<file path="src/rtl/tx_lvds_framer.sv">
// Serial frame transmitter: start bit, DATA_W data bits, optional parity, 1-2 stop bits.
// A one-word holding buffer behind a ready/valid handshake lets frames run back-to-back.
module tx_lvds_framer #(
    parameter int DATA_W       = 32,
    parameter int CLKS_PER_BIT = 1,
    parameter int STOP_BITS    = 1,
    parameter int PARITY_EN    = 0,
    parameter int PARITY_ODD   = 0,
    parameter int MSB_FIRST    = 0
) (
    input  logic              clk,
    input  logic              rst,
    input  logic [DATA_W-1:0] data_in,
    input  logic              tx_valid,
    output logic              tx_ready,
    output logic              tx,
    output logic              tx_busy,
    output logic              frame_done
);

    localparam int BIT_W = $clog2(DATA_W + 1);
    localparam int DIV_W = $clog2(CLKS_PER_BIT + 1);
    localparam logic [BIT_W-1:0] DATA_LAST = BIT_W'(DATA_W - 1);
    localparam logic [BIT_W-1:0] STOP_LAST = BIT_W'(STOP_BITS - 1);
    localparam logic [BIT_W-1:0] BIT_ONE   = BIT_W'(1);
    localparam logic [DIV_W-1:0] DIV_LAST  = DIV_W'(CLKS_PER_BIT - 1);
    localparam logic [DIV_W-1:0] DIV_ONE   = DIV_W'(1);
    localparam logic             ODD_BIT   = (PARITY_ODD != 0);

    typedef enum logic [2:0] {
        S_IDLE   = 3'd0,
        S_START  = 3'd1,
        S_DATA   = 3'd2,
        S_PARITY = 3'd3,
        S_STOP   = 3'd4
    } state_t;

    function automatic logic parity_of(input logic [DATA_W-1:0] word, input logic odd);
        return (^word) ^ odd;
    endfunction

    state_t             state_r, state_nxt_s;
    logic [DIV_W-1:0]   div_r, div_nxt_s;
    logic [BIT_W-1:0]   bit_r, bit_nxt_s;
    logic [DATA_W-1:0]  shift_r, shift_nxt_s;
    logic [DATA_W-1:0]  hold_r;
    logic               hold_full_r, hold_full_nxt_s;
    logic               par_r, par_nxt_s;
    logic               tx_nxt_s, done_nxt_s;
    logic               accept_s, bit_end_s, stop_end_s, load_s;

    assign accept_s   = tx_valid && tx_ready;
    assign bit_end_s  = (state_r != S_IDLE) && (div_r == DIV_LAST);
    assign stop_end_s = (state_r == S_STOP) && bit_end_s && (bit_r == STOP_LAST);
    assign load_s     = ((state_r == S_IDLE) || stop_end_s) && hold_full_r;

    // State register
    always_ff @(posedge clk or posedge rst) begin
        if (rst) begin
            state_r <= S_IDLE;
        end else begin
            state_r <= state_nxt_s;
        end
    end

    // Next-state decode
    always_comb begin
        state_nxt_s = state_r;
        case (state_r)
            S_IDLE: begin
                if (hold_full_r) state_nxt_s = S_START;
                else             state_nxt_s = S_IDLE;
            end
            S_START: begin
                if (bit_end_s) state_nxt_s = S_DATA;
                else           state_nxt_s = S_START;
            end
            S_DATA: begin
                if (bit_end_s && (bit_r == DATA_LAST)) begin
                    if (PARITY_EN != 0) state_nxt_s = S_PARITY;
                    else                state_nxt_s = S_STOP;
                end else begin
                    state_nxt_s = S_DATA;
                end
            end
            S_PARITY: begin
                if (bit_end_s) state_nxt_s = S_STOP;
                else           state_nxt_s = S_PARITY;
            end
            S_STOP: begin
                // A pending word starts its frame with no idle gap
                if (stop_end_s) state_nxt_s = hold_full_r ? S_START : S_IDLE;
                else            state_nxt_s = S_STOP;
            end
            default: state_nxt_s = S_IDLE;
        endcase
    end

    // Divider, bit counter, shifter, parity and holding-buffer next values
    always_comb begin
        div_nxt_s       = div_r;
        bit_nxt_s       = bit_r;
        shift_nxt_s     = shift_r;
        par_nxt_s       = par_r;
        hold_full_nxt_s = hold_full_r;

        if (state_r == S_IDLE) begin
            div_nxt_s = {DIV_W{1'b0}};
            bit_nxt_s = {BIT_W{1'b0}};
        end else if (bit_end_s) begin
            div_nxt_s = {DIV_W{1'b0}};
            if (state_nxt_s == state_r) bit_nxt_s = bit_r + BIT_ONE;
            else                        bit_nxt_s = {BIT_W{1'b0}};
        end else begin
            div_nxt_s = div_r + DIV_ONE;
        end

        if (load_s) begin
            shift_nxt_s = hold_r;
            par_nxt_s   = parity_of(hold_r, ODD_BIT);
        end else if ((state_r == S_DATA) && bit_end_s) begin
            if (MSB_FIRST != 0) shift_nxt_s = shift_r << 1'b1;
            else                shift_nxt_s = shift_r >> 1'b1;
        end else begin
            shift_nxt_s = shift_r;
        end

        if (accept_s)    hold_full_nxt_s = 1'b1;
        else if (load_s) hold_full_nxt_s = 1'b0;
        else             hold_full_nxt_s = hold_full_r;
    end

    // Line level and completion pulse for the coming cycle
    always_comb begin
        tx_nxt_s = 1'b1;
        case (state_nxt_s)
            S_IDLE:   tx_nxt_s = 1'b1;
            S_START:  tx_nxt_s = 1'b0;
            S_DATA: begin
                if (MSB_FIRST != 0) tx_nxt_s = shift_nxt_s[DATA_W-1];
                else                tx_nxt_s = shift_nxt_s[0];
            end
            S_PARITY: tx_nxt_s = par_nxt_s;
            S_STOP:   tx_nxt_s = 1'b1;
            default:  tx_nxt_s = 1'b1;
        endcase
        done_nxt_s = (state_nxt_s == S_STOP) && (div_nxt_s == DIV_LAST) &&
                     (bit_nxt_s == STOP_LAST);
    end

    // Datapath registers
    always_ff @(posedge clk or posedge rst) begin
        if (rst) begin
            div_r       <= {DIV_W{1'b0}};
            bit_r       <= {BIT_W{1'b0}};
            shift_r     <= {DATA_W{1'b0}};
            hold_r      <= {DATA_W{1'b0}};
            hold_full_r <= 1'b0;
            par_r       <= 1'b0;
        end else begin
            div_r       <= div_nxt_s;
            bit_r       <= bit_nxt_s;
            shift_r     <= shift_nxt_s;
            hold_r      <= accept_s ? data_in : hold_r;
            hold_full_r <= hold_full_nxt_s;
            par_r       <= par_nxt_s;
        end
    end

    // Output registers; reset forces the line high without a clock
    always_ff @(posedge clk or posedge rst) begin
        if (rst) begin
            tx         <= 1'b1;
            tx_ready   <= 1'b1;
            tx_busy    <= 1'b0;
            frame_done <= 1'b0;
        end else begin
            tx         <= tx_nxt_s;
            tx_ready   <= !hold_full_nxt_s;
            tx_busy    <= (state_nxt_s != S_IDLE) || hold_full_nxt_s;
            frame_done <= done_nxt_s;
        end
    end

endmodule

</file>
<file path="config.mk">
export PLATFORM = sky130hd
export DESIGN_NAME = tx_lvds_framer
export DESIGN_NICKNAME = d
export VERILOG_FILES = /design/src/rtl/tx_lvds_framer.sv
export SDC_FILE = /design/constraint.sdc
export NUM_CORES = 1
export LEC_CHECK = 0
export CORE_ASPECT_RATIO = 1.75
export CORE_MARGIN = 2
export CORE_UTILIZATION = 45
export CTS_CLUSTER_DIAMETER = 120
export DETAILED_ROUTE_END_ITERATION = 12
export PLACE_DENSITY = 0.63
export SYNTH_ARGS = -nofsm -noshare
export SYNTH_HDL_FRONTEND = slang
export SYNTH_SLANG_ARGS = --single-unit
</file>
<file path="constraint.sdc">
create_clock -name clk -period 3.21 [get_ports clk]
set_input_delay 0.4815 -clock clk [delete_from_list [all_inputs] [get_ports clk]]
set_output_delay 0.4815 -clock clk [all_outputs]
set_load 0.01 [all_outputs]
</file>
==> impl_metrics.toml, run 1 <==
[cts]
cts-root-buf = "clkbuf_16"
cts_buffers = 9
cts_resized = 0
cts_buffer_depth = 2
cts_tree = "done"
cts_setup_buffers = 0
clk_pin_slew_ns = 0.06
h-tree-depth = 3
insertion_delay_ns = 0.33
holdBufCountCts = 0
clock_sinks = 80

[cells_and_area]
drive_gt1_share_pct = 19.9
diodes = 0
fin_nets = 413
area_growth_pct = 19.5
post-route-util_pct = 55.1

[routing]
wl_met1_um = 2790
wl_um = 7050
wire_per_inst_um = 14.2
route.met2.wl_um = 3950
dr_wl_met3_um = 170
antenna_left = 0
dr.pass1.iters = 4
drc = 0
viasPerCell = 5.06
top_layer_used = "met4"
vias = 2512
initialDrtViolationCount = 78

[sta]
setup_violations = 0
finalHoldViolCount = 0
fmax_mhz = 438
fin_worst_skew_ns = 0.00722
timing.final.crit_share_pct = 71.2
min_period_ns = 2.28
finalMaxSlewViolations = 0
slew-limit-headroom_pct = 46.0
rsz0062_at_grt = "false"
fin_tns_setup_ns = 0
worstMarginPinSlew_ns = 0.809

[synthesis]
syn_area_per_cell_um2 = 11.3
synthCells = 340
yosys-top-cells-count = "dfrtp_1, nand2_1, mux2_2, xnor2_1, a22oi_1"
synth_top_area_cell = "dfrtp_1"
yosysWarnings = 0
synth-main-ff-cell = "dfrtp_1"
yosysUniqueCellTypes = 41
syn_area_mm2 = 0.00383
synth_most_common_cell = "dfrtp_1"
async_flop_share_pct = 100
syn_nets = 377
synth_top_cell_area_share_pct = 50.9
synth_edf_count = 0
synth-seq-cells = 80
synth_area_leaders = "dfrtp_1, mux2_2, xnor2_1"
seq_area_frac_synth_pct = 52.3

[setup_path]
cp_top_family = "simple AND/OR/NAND/NOR gates"
critPathLaunch = "div_r"
cpMostUsedCell = "nand2_1"
worst-setup-path-type = "flop to flop"
crit_arrival_ns = 2.55
crit_chain = "or2_2, o21ai_4, and3_4, nor2_1, buf_4, nand2_1, nand2_1"
crit_buf_inv = 1
cpPeakStageDelay_ns = 0.67
slowest_stage = "dfrtp_1"
r2r_setup_slack_ns = 0.93
worst_setup_path_start_kind = "flop"
cp.required_ns = 3.47
cp_max_fo = 22
end_kind = "flop"
reg2reg_from = "div_r"

[global_route]
antenna_found_initial = 0
track_usage_pct = 17.0
grt_pass1_vias = 2668
grt_remaining_overflow = 0
grt_max_degree = 47
grt_pass1_wl_um = 12200

[floorplanning]
fp.dieArea_mm2 = 0.00930
core_mm2 = 0.00831
die_h_um = 126
start_util_pct = 46.1
num_rows = 44
pin_count = 39
die_width_um = 73.8

[min_path]
min_from = "shift_r[12]"
hold_path_class = "flop to flop"

[power_and_ir_drop]
powerDensity_mw_per_mm2 = 1160
ir_worst_vdd_uv = 592
leakagePower_uw = 0.00197
power_uw = 5330

[place]
hpwl_um = 4890
place.gp.congestion = 0.813
io_buffers = 38

[flow_run]
maxCapViolations = 0

[outcome]
status = "completed"
==> tightest hold or removal path, delay by kind of cell (launching register included) <==
kind,cells,cell delay [ns]
flops,1,0.34
simple gates,2,0.10
==> cell type report <==
class | instances | area [µm²]
clock buffer | 13 | 270
multi-input combinational | 235 | 1660
inverter | 7 | 27.5
fill | 721 | 3730
timing repair buffer | 43 | 430
sequential | 80 | 2000
clock inverter | 3 | 40.0
tap | 115 | 144
==> worst paths after layout <==
check                      cells past startpoint          end
max reg2reg                                    7   shift_r[9]
min reg2reg                                    2  shift_r[12]
max                                            7   shift_r[9]
min in group asynchronous                      2      tx_busy
max in group asynchronous                      3  shift_r[24]
min                                            2  shift_r[12]
==> sequential cells by signal, indices dropped and copies added, names as in the netlist <==
register / count
tx: 1
shift_r: 32
frame_done: 1
hold_full_r: 1
par_r: 1
div_r: 1
state_r: 3
hold_r: 32
bit_r: 6
tx_busy: 1
tx_ready: 1
==> layout by cell type (no fill, tap or decap), types with 7 or more instances in the layout <==
cell              n
a22oi_1          20
xnor2_1          32
clkbuf_16         9
nand2_1          71
xor2_1            7
a22oi_2          10
nor2_1           11
mux2_2           32
clkdlybuf4s50_1  38
dfrtp_1          78
==> through the flow <==
step | setup WS [ns] | hold WS [ns] | std cells | area [µm²]
6_report | 0.925 | 0.472 | 496 | 4580
5_1_grt | 0.708 | 0.494 | 496 | 4580
4_1_cts | 0.934 | 0.477 | 496 | 4580
3_5_place_dp | 0.949 | 0.463 | 480 | 4270
3_3_place_gp | 0.979 | 0.458 | 480 | 4270
2_1_floorplan | 0.680 | 0.446 | 340 | 3830
==> report_power, final <==
| group | switching [µW] | internal (µW) | total, µW | leakage [µW] |
|---|---|---|---|---|
| sequential | 405 | 1490 | 1900 | 0.000974 |
| clock | 365 | 663 | 1030 | 0.000156 |
| combinational | 1150 | 1260 | 2410 | 0.000844 |
| total | 1920 | 3410 | 5330 | 0.00197 |
==> layer usage <==
layer	global-route usage, %	vias to the layer above
met3	3.68	11
met5	0	-
li1	-	1226
met1	19.2	1242
met2	30.2	33
met4	6.84	0
==> kinds of logic (layout without fill, tap and decap cells) <==
kind of cell	after synthesis	count (layout)	share of synthesized area, %
buffers and inverters	25	66	4.44
muxes	34	34	9.92
AOI/OAI and AO/OA	50	50	11.1
adders and majority gates	2	2	0.653
DFF	80	80	52.3
xor gates and xnor gates	39	39	8.91
and+or+nand+nor	109	109	12.6
other	1	1	0.0978
(Power assumes the default switching activity.)
==> run 2: changes to the inputs <==
==> constraint.sdc (replaced) <==
create_clock -name clk -period 2.33 [get_ports clk]
set_input_delay 0.3495 -clock clk [delete_from_list [all_inputs] [get_ports clk]]
set_output_delay 0.3495 -clock clk [all_outputs]
set_load 0.01 [all_outputs]
==> impl_metrics.toml, run 2 (synthesis gave the netlist of run 1 again) <==
[outcome]
status = "completed"

[power_and_ir_drop]
power_switching_uw = 2740
leakagePower_uw = 0.00202
powerDensity_mw_per_mm2 = 1650
seq_power_share_pct = 33.7
power_frac_comb_pct = 44.2
ir_worst_vdd_uv = 874
power.share.clock_pct = 22.1
internal_power_uw = 5020
switching_share_pct = 35.3

[cts]
cts_buffers = 9
insertion_delay_ns = 0.33
h-tree-depth = 3
clock_sinks = 80
holdBufCountCts = 0
cts_buffer_depth = 2
clk_pin_slew_ns = 0.06
cts_tree = "done"
cts-root-buf = "clkbuf_16"
cts_setup_buffers = 0
cts_resized = 0

[flow_run]
maxCapViolations = 0

[cells_and_area]
drive_gt1_share_pct = 21.0
fin_nets = 418
fillers = 740
multi_input_area_mm2 = 0.00166
final_common_cell = "dfrtp_1"
layout_common_cells = "dfrtp_1, nand2_1, clkdlybuf4s50_1, mux2_2, xnor2_1"
area_growth_pct = 22.7
regArea_mm2 = 0.00200
diodes = 0
largest_registers = "hold_r: 32 flops, shift_r: 32 flops, bit_r: 6 flops"
instances_no_fill = 501

[setup_path]
cp_max_fo = 30
r2r_cells = 9
slowest_stage = "or4b_4"
crit_arrival_ns = 2.39
cpPeakStageDelay_ns = 0.48
worst_setup_path_start_kind = "flop"
worst-setup-path-type = "flop to flop"
cp_top_family = "simple AND/OR/NAND/NOR gates"
reg2reg_from = "bit_r[0]"
crit_buf_inv = 2
r2r_setup_slack_ns = 0.15
end_kind = "flop"
reg2reg_to = "shift_r[17]"
cpMostUsedCell = "nand2_1"
crit_chain = "inv_1, ha_1, or4b_4, o21ai_4, and3_4, nor2_1, buf_4, nand2_1, nand2_1"
cp.required_ns = 2.54

[routing]
dr.pass1.iters = 4
wl_um = 7170
initialDrtViolationCount = 124
antenna_left = 0
viasPerCell = 5.04
wire_per_inst_um = 14.3
vias = 2523
drc = 0

[floorplanning]
die_h_um = 126
die_width_um = 73.8
num_rows = 44
core_mm2 = 0.00831
pin_count = 39
start_util_pct = 46.1
fp.dieArea_mm2 = 0.00930

[sta]
setup_violations = 0
fin_tns_setup_ns = 0
timing.final.crit_share_pct = 93.4
holdWs_ns = 0.416
finalHoldViolCount = 0
rsz0062_at_grt = "false"
fmax_mhz = 459
fin_worst_skew_ns = 0.00587
finalMaxSlewViolations = 0
worstMarginPinSlew_ns = 0.536
min_period_ns = 2.18
slew-limit-headroom_pct = 64.2

[global_route]
antenna_found_initial = 0
grt_remaining_overflow = 0
track_usage_pct = 17.7
grt_pass1_vias = 2717
grt_pass1_wl_um = 12600
grt_max_degree = 38

[place]
place.gp.congestion = 0.901
dp.cells = 485
hpwl_um = 5020
io_buffers = 38

[min_path]
hold_path_class = "input port to asynchronous set/reset pin"
run 2: changes by cell type in the layout (fill, tap and decap cells not counted), sizes merged:
cell,change
clkbuf,-2
bufinv,+3
clkinvlp,+2
clkinv,-3
buf,+5
run 2: worst max path at each step:
stage	startpoint	to	cells after the start
after floorplan	bit_r[0]	shift_r[10]	9
after global placement	bit_r[0]	shift_r[1]	9
after detailed placement	bit_r[0]	shift_r[17]	9
after CTS	bit_r[0]	shift_r[17]	9
after global routing	bit_r[0]	shift_r[17]	9
final	bit_r[0]	shift_r[17]	9
run 2: cell type report:
| class | count | area share (%) |
|---|---|---|
| sequential | 80 | 42.6 |
| multi-input combinational | 235 | 35.4 |
| timing repair buffer | 48 | 10.5 |
| clock buffer | 11 | 5.16 |
| tap | 115 | 3.06 |
| clock inverter | 5 | 2.71 |
| inverter | 7 | 0.638 |
run 2: routing by layer:
layer  share of wire [%]  global-route usage [%]  vias to the layer above
met5                   0                       0                        -
met2                  57                    30.8                       42
met1                  39                    20.4                     1242
li1                    -                       -                     1228
met3                 2.2                    2.88                       11
met4                 2.0                    8.88                        0
run 2: power groups by stage:
stage / clock network (µW) / logic, µW / registers (µW)
after detailed placement: 0 / 3480 / 2630
final: 1710 / 3430 / 2610
after global placement: 0 / 3420 / 2620
after CTS: 1750 / 3500 / 2620
after global routing: 1800 / 3830 / 2700
after floorplan: 0 / 2990 / 2450
run 2: stage by stage:
stage	area [µm²]	setup WS (ns)	util, %	power, µW
final	4710	0.153	56.6	7750
after global routing	4710	0.0451	56.6	8330
after CTS	4710	0.152	56.6	7870
after detailed placement	4340	0.202	52.2	6110
after global placement	4340	0.245	52.2	6040
after floorplan	3840	0.404	-	5440
==> run 3: changes to the inputs <==
--- a/config.mk
+++ b/config.mk
@@ -8,9 +8,10 @@
 export CORE_ASPECT_RATIO = 1.75
 export CORE_MARGIN = 2
 export CORE_UTILIZATION = 45
+export CTS_BUF_LIST = sky130_fd_sc_hd__clkbuf_2 sky130_fd_sc_hd__clkbuf_4 sky130_fd_sc_hd__clkbuf_8
 export CTS_CLUSTER_DIAMETER = 120
 export DETAILED_ROUTE_END_ITERATION = 12
-export PLACE_DENSITY = 0.63
+export PLACE_DENSITY_LB_ADDON = 0.12
 export SYNTH_ARGS = -nofsm -noshare
 export SYNTH_HDL_FRONTEND = slang
 export SYNTH_SLANG_ARGS = --single-unit
==> impl_metrics.toml, run 3 (synthesis gave the netlist of run 1 again) <==
[power_and_ir_drop]
ir_worst_vdd_uv = 833
power.share.clock_pct = 13.0
seq_power_share_pct = 37.4
switching_share_pct = 38.5
powerDensity_mw_per_mm2 = 1530
internal_power_uw = 4270
power_frac_comb_pct = 49.5
leakagePower_uw = 0.00197
power_switching_uw = 2670

[routing]
drc = 0
viasPerCell = 5.12
wire_per_inst_um = 15.1
vias = 2591
dr.pass1.iters = 4
initialDrtViolationCount = 111
wl_um = 7670
antenna_left = 0

[sta]
fin_tns_setup_ns = 0
final.setup.worst_slack_ns = 0.221
finalMaxSlewViolations = 0
fmax_mhz = 474
min_period_ns = 2.11
finalHoldViolCount = 0
timing.final.crit_share_pct = 90.5
setup_violations = 0
rsz0062_at_grt = "false"
fin_worst_skew_ns = 0.00470

[setup_path]
r2r_cells = 9
cpPeakStageDelay_ns = 0.47
crit_chain = "inv_1, ha_1, or4b_4, o21ai_4, and3_4, nor2_1, buf_4, nand2_1, nand2_1"
cpMostUsedCell = "nand2_1"
worst-setup-path-type = "flop to flop"
cp.required_ns = 2.56
crit_arrival_ns = 2.34
cp_top_family = "simple AND/OR/NAND/NOR gates"
worst_setup_path_start_kind = "flop"
crit_buf_inv = 2
end_kind = "flop"
slowest_stage = "or4b_4"
cp_num_cells = 9
cp_max_fo = 30

[place]
place_area_mm2 = 0.00435
dp_slack_ns = 0.177
hpwl_um = 5610
place.gp.congestion = 0.836
io_buffers = 38

[global_route]
grt_remaining_overflow = 0
grt_pass1_vias = 2855
grt_pass1_wl_um = 13300
antenna_found_initial = 0
grt_max_degree = 35
track_usage_pct = 18.8

[floorplanning]
die_width_um = 73.8
die_h_um = 126
pin_count = 39
start_util_pct = 46.1
fp.dieArea_mm2 = 0.00930
core_mm2 = 0.00831
num_rows = 44

[outcome]
status = "completed"

[cells_and_area]
diodes = 0
post-route-util_pct = 54.5
fin_nets = 423
multi_input_area_mm2 = 0.00166
area_growth_pct = 18.2
stdcell_area_mm2 = 0.00453
final_common_cell = "dfrtp_1"
drive_gt1_share_pct = 22.3
layout_common_cells = "dfrtp_1, nand2_1, clkdlybuf4s50_1, mux2_2, xnor2_1"
largest_registers = "hold_r: 32 flops, shift_r: 32 flops, bit_r: 6 flops"
regArea_mm2 = 0.00200
fillers = 754

[min_path]
hold_path_class = "input port to asynchronous set/reset pin"

[cts]
cts_tree = "done"
cts_resized = 0
holdBufCountCts = 0
insertion_delay_ns = 0.35
clock_sinks = 80
clk_pin_slew_ns = 0.07
cts_buffer_depth = 2
cts-root-buf = "clkbuf_8"
h-tree-depth = 3
cts_buffers = 9

[flow_run]
maxCapViolations = 0
## run 3: cell count changes in the layout (fill, tap and decap cells not counted)
cell        before  now
clkbuf_8         1   10
clkinvlp_4       2    1
buf_4            7   13
bufinv_16        4    0
clkbuf_4         0    2
buf_12           3    2
clkinv_2         0    4
clkbuf_16        9    0
clkbuf_1         1    0
## run 3: layer usage
metal  vias up  GRT usage (%)  wire length, µm
met4         0           10.3              306
met2        54           31.7             4180
met3        22           4.00              206
li1       1239              -                -
met1      1276           21.4             2970
met5         -              0                0
## run 3: cell type report
| cell class | count | share of cell area [%] |
|---|---|---|
| Sequential cell | 80 | 44.2 |
| Multi-Input combinational cell | 235 | 36.7 |
| Timing Repair Buffer | 53 | 11.4 |
| Clock buffer | 12 | 3.37 |
| Tap cell | 115 | 3.17 |
| Inverter | 7 | 0.662 |
| Clock inverter | 4 | 0.442 |
## run 3: worst paths after layout
path                        startpoint  slack [ns]     endpoint
hold / removal                     rst        0.37   shift_r[2]
setup / recovery              bit_r[0]        0.22   shift_r[1]
min in group clk           shift_r[26]        0.48  shift_r[26]
max in group asynchronous          rst        1.38           tx
setup reg to reg              bit_r[0]        0.22   shift_r[1]
hold reg to reg            shift_r[26]        0.48  shift_r[26]
## run 3: power groups by stage
stage / Sequential (µW) / Combinational [µW] / Clock [µW]
3_3_place_gp: 2620 / 3430 / 0
5_1_grt: 2700 / 3800 / 1010
6_report: 2600 / 3440 / 904
3_5_place_dp: 2630 / 3490 / 0
2_1_floorplan: 2450 / 2990 / 0
4_1_cts: 2610 / 3500 / 937
## run 3: worst register-to-register path, cell delays in order (launching register included)
cell     delay, ns
dfrtp_1       0.43
inv_1         0.11
ha_1          0.14
or4b_4        0.47
o21ai_4       0.18
and3_4        0.24
nor2_1        0.04
buf_4         0.23
nand2_1       0.11
nand2_1       0.06
## run 3: what timing repair did
item                                    CTS  global route
hold endpoints to repair                  0             0
endpoints found under the setup margin    0             6
buffers inserted                          0             1
## run 3: per-stage QoR
| stage | cells | total power [µW] | hold slack, ns |
|---|---|---|---|
| after floorplan | 340 | 5440 | 0.446 |
| after global placement | 489 | 6050 | 0.458 |
| after detailed placement | 489 | 6120 | 0.464 |
| after CTS | 505 | 7040 | 0.374 |
| after global routing | 506 | 7510 | 0.382 |
| final | 506 | 6940 | 0.372 |
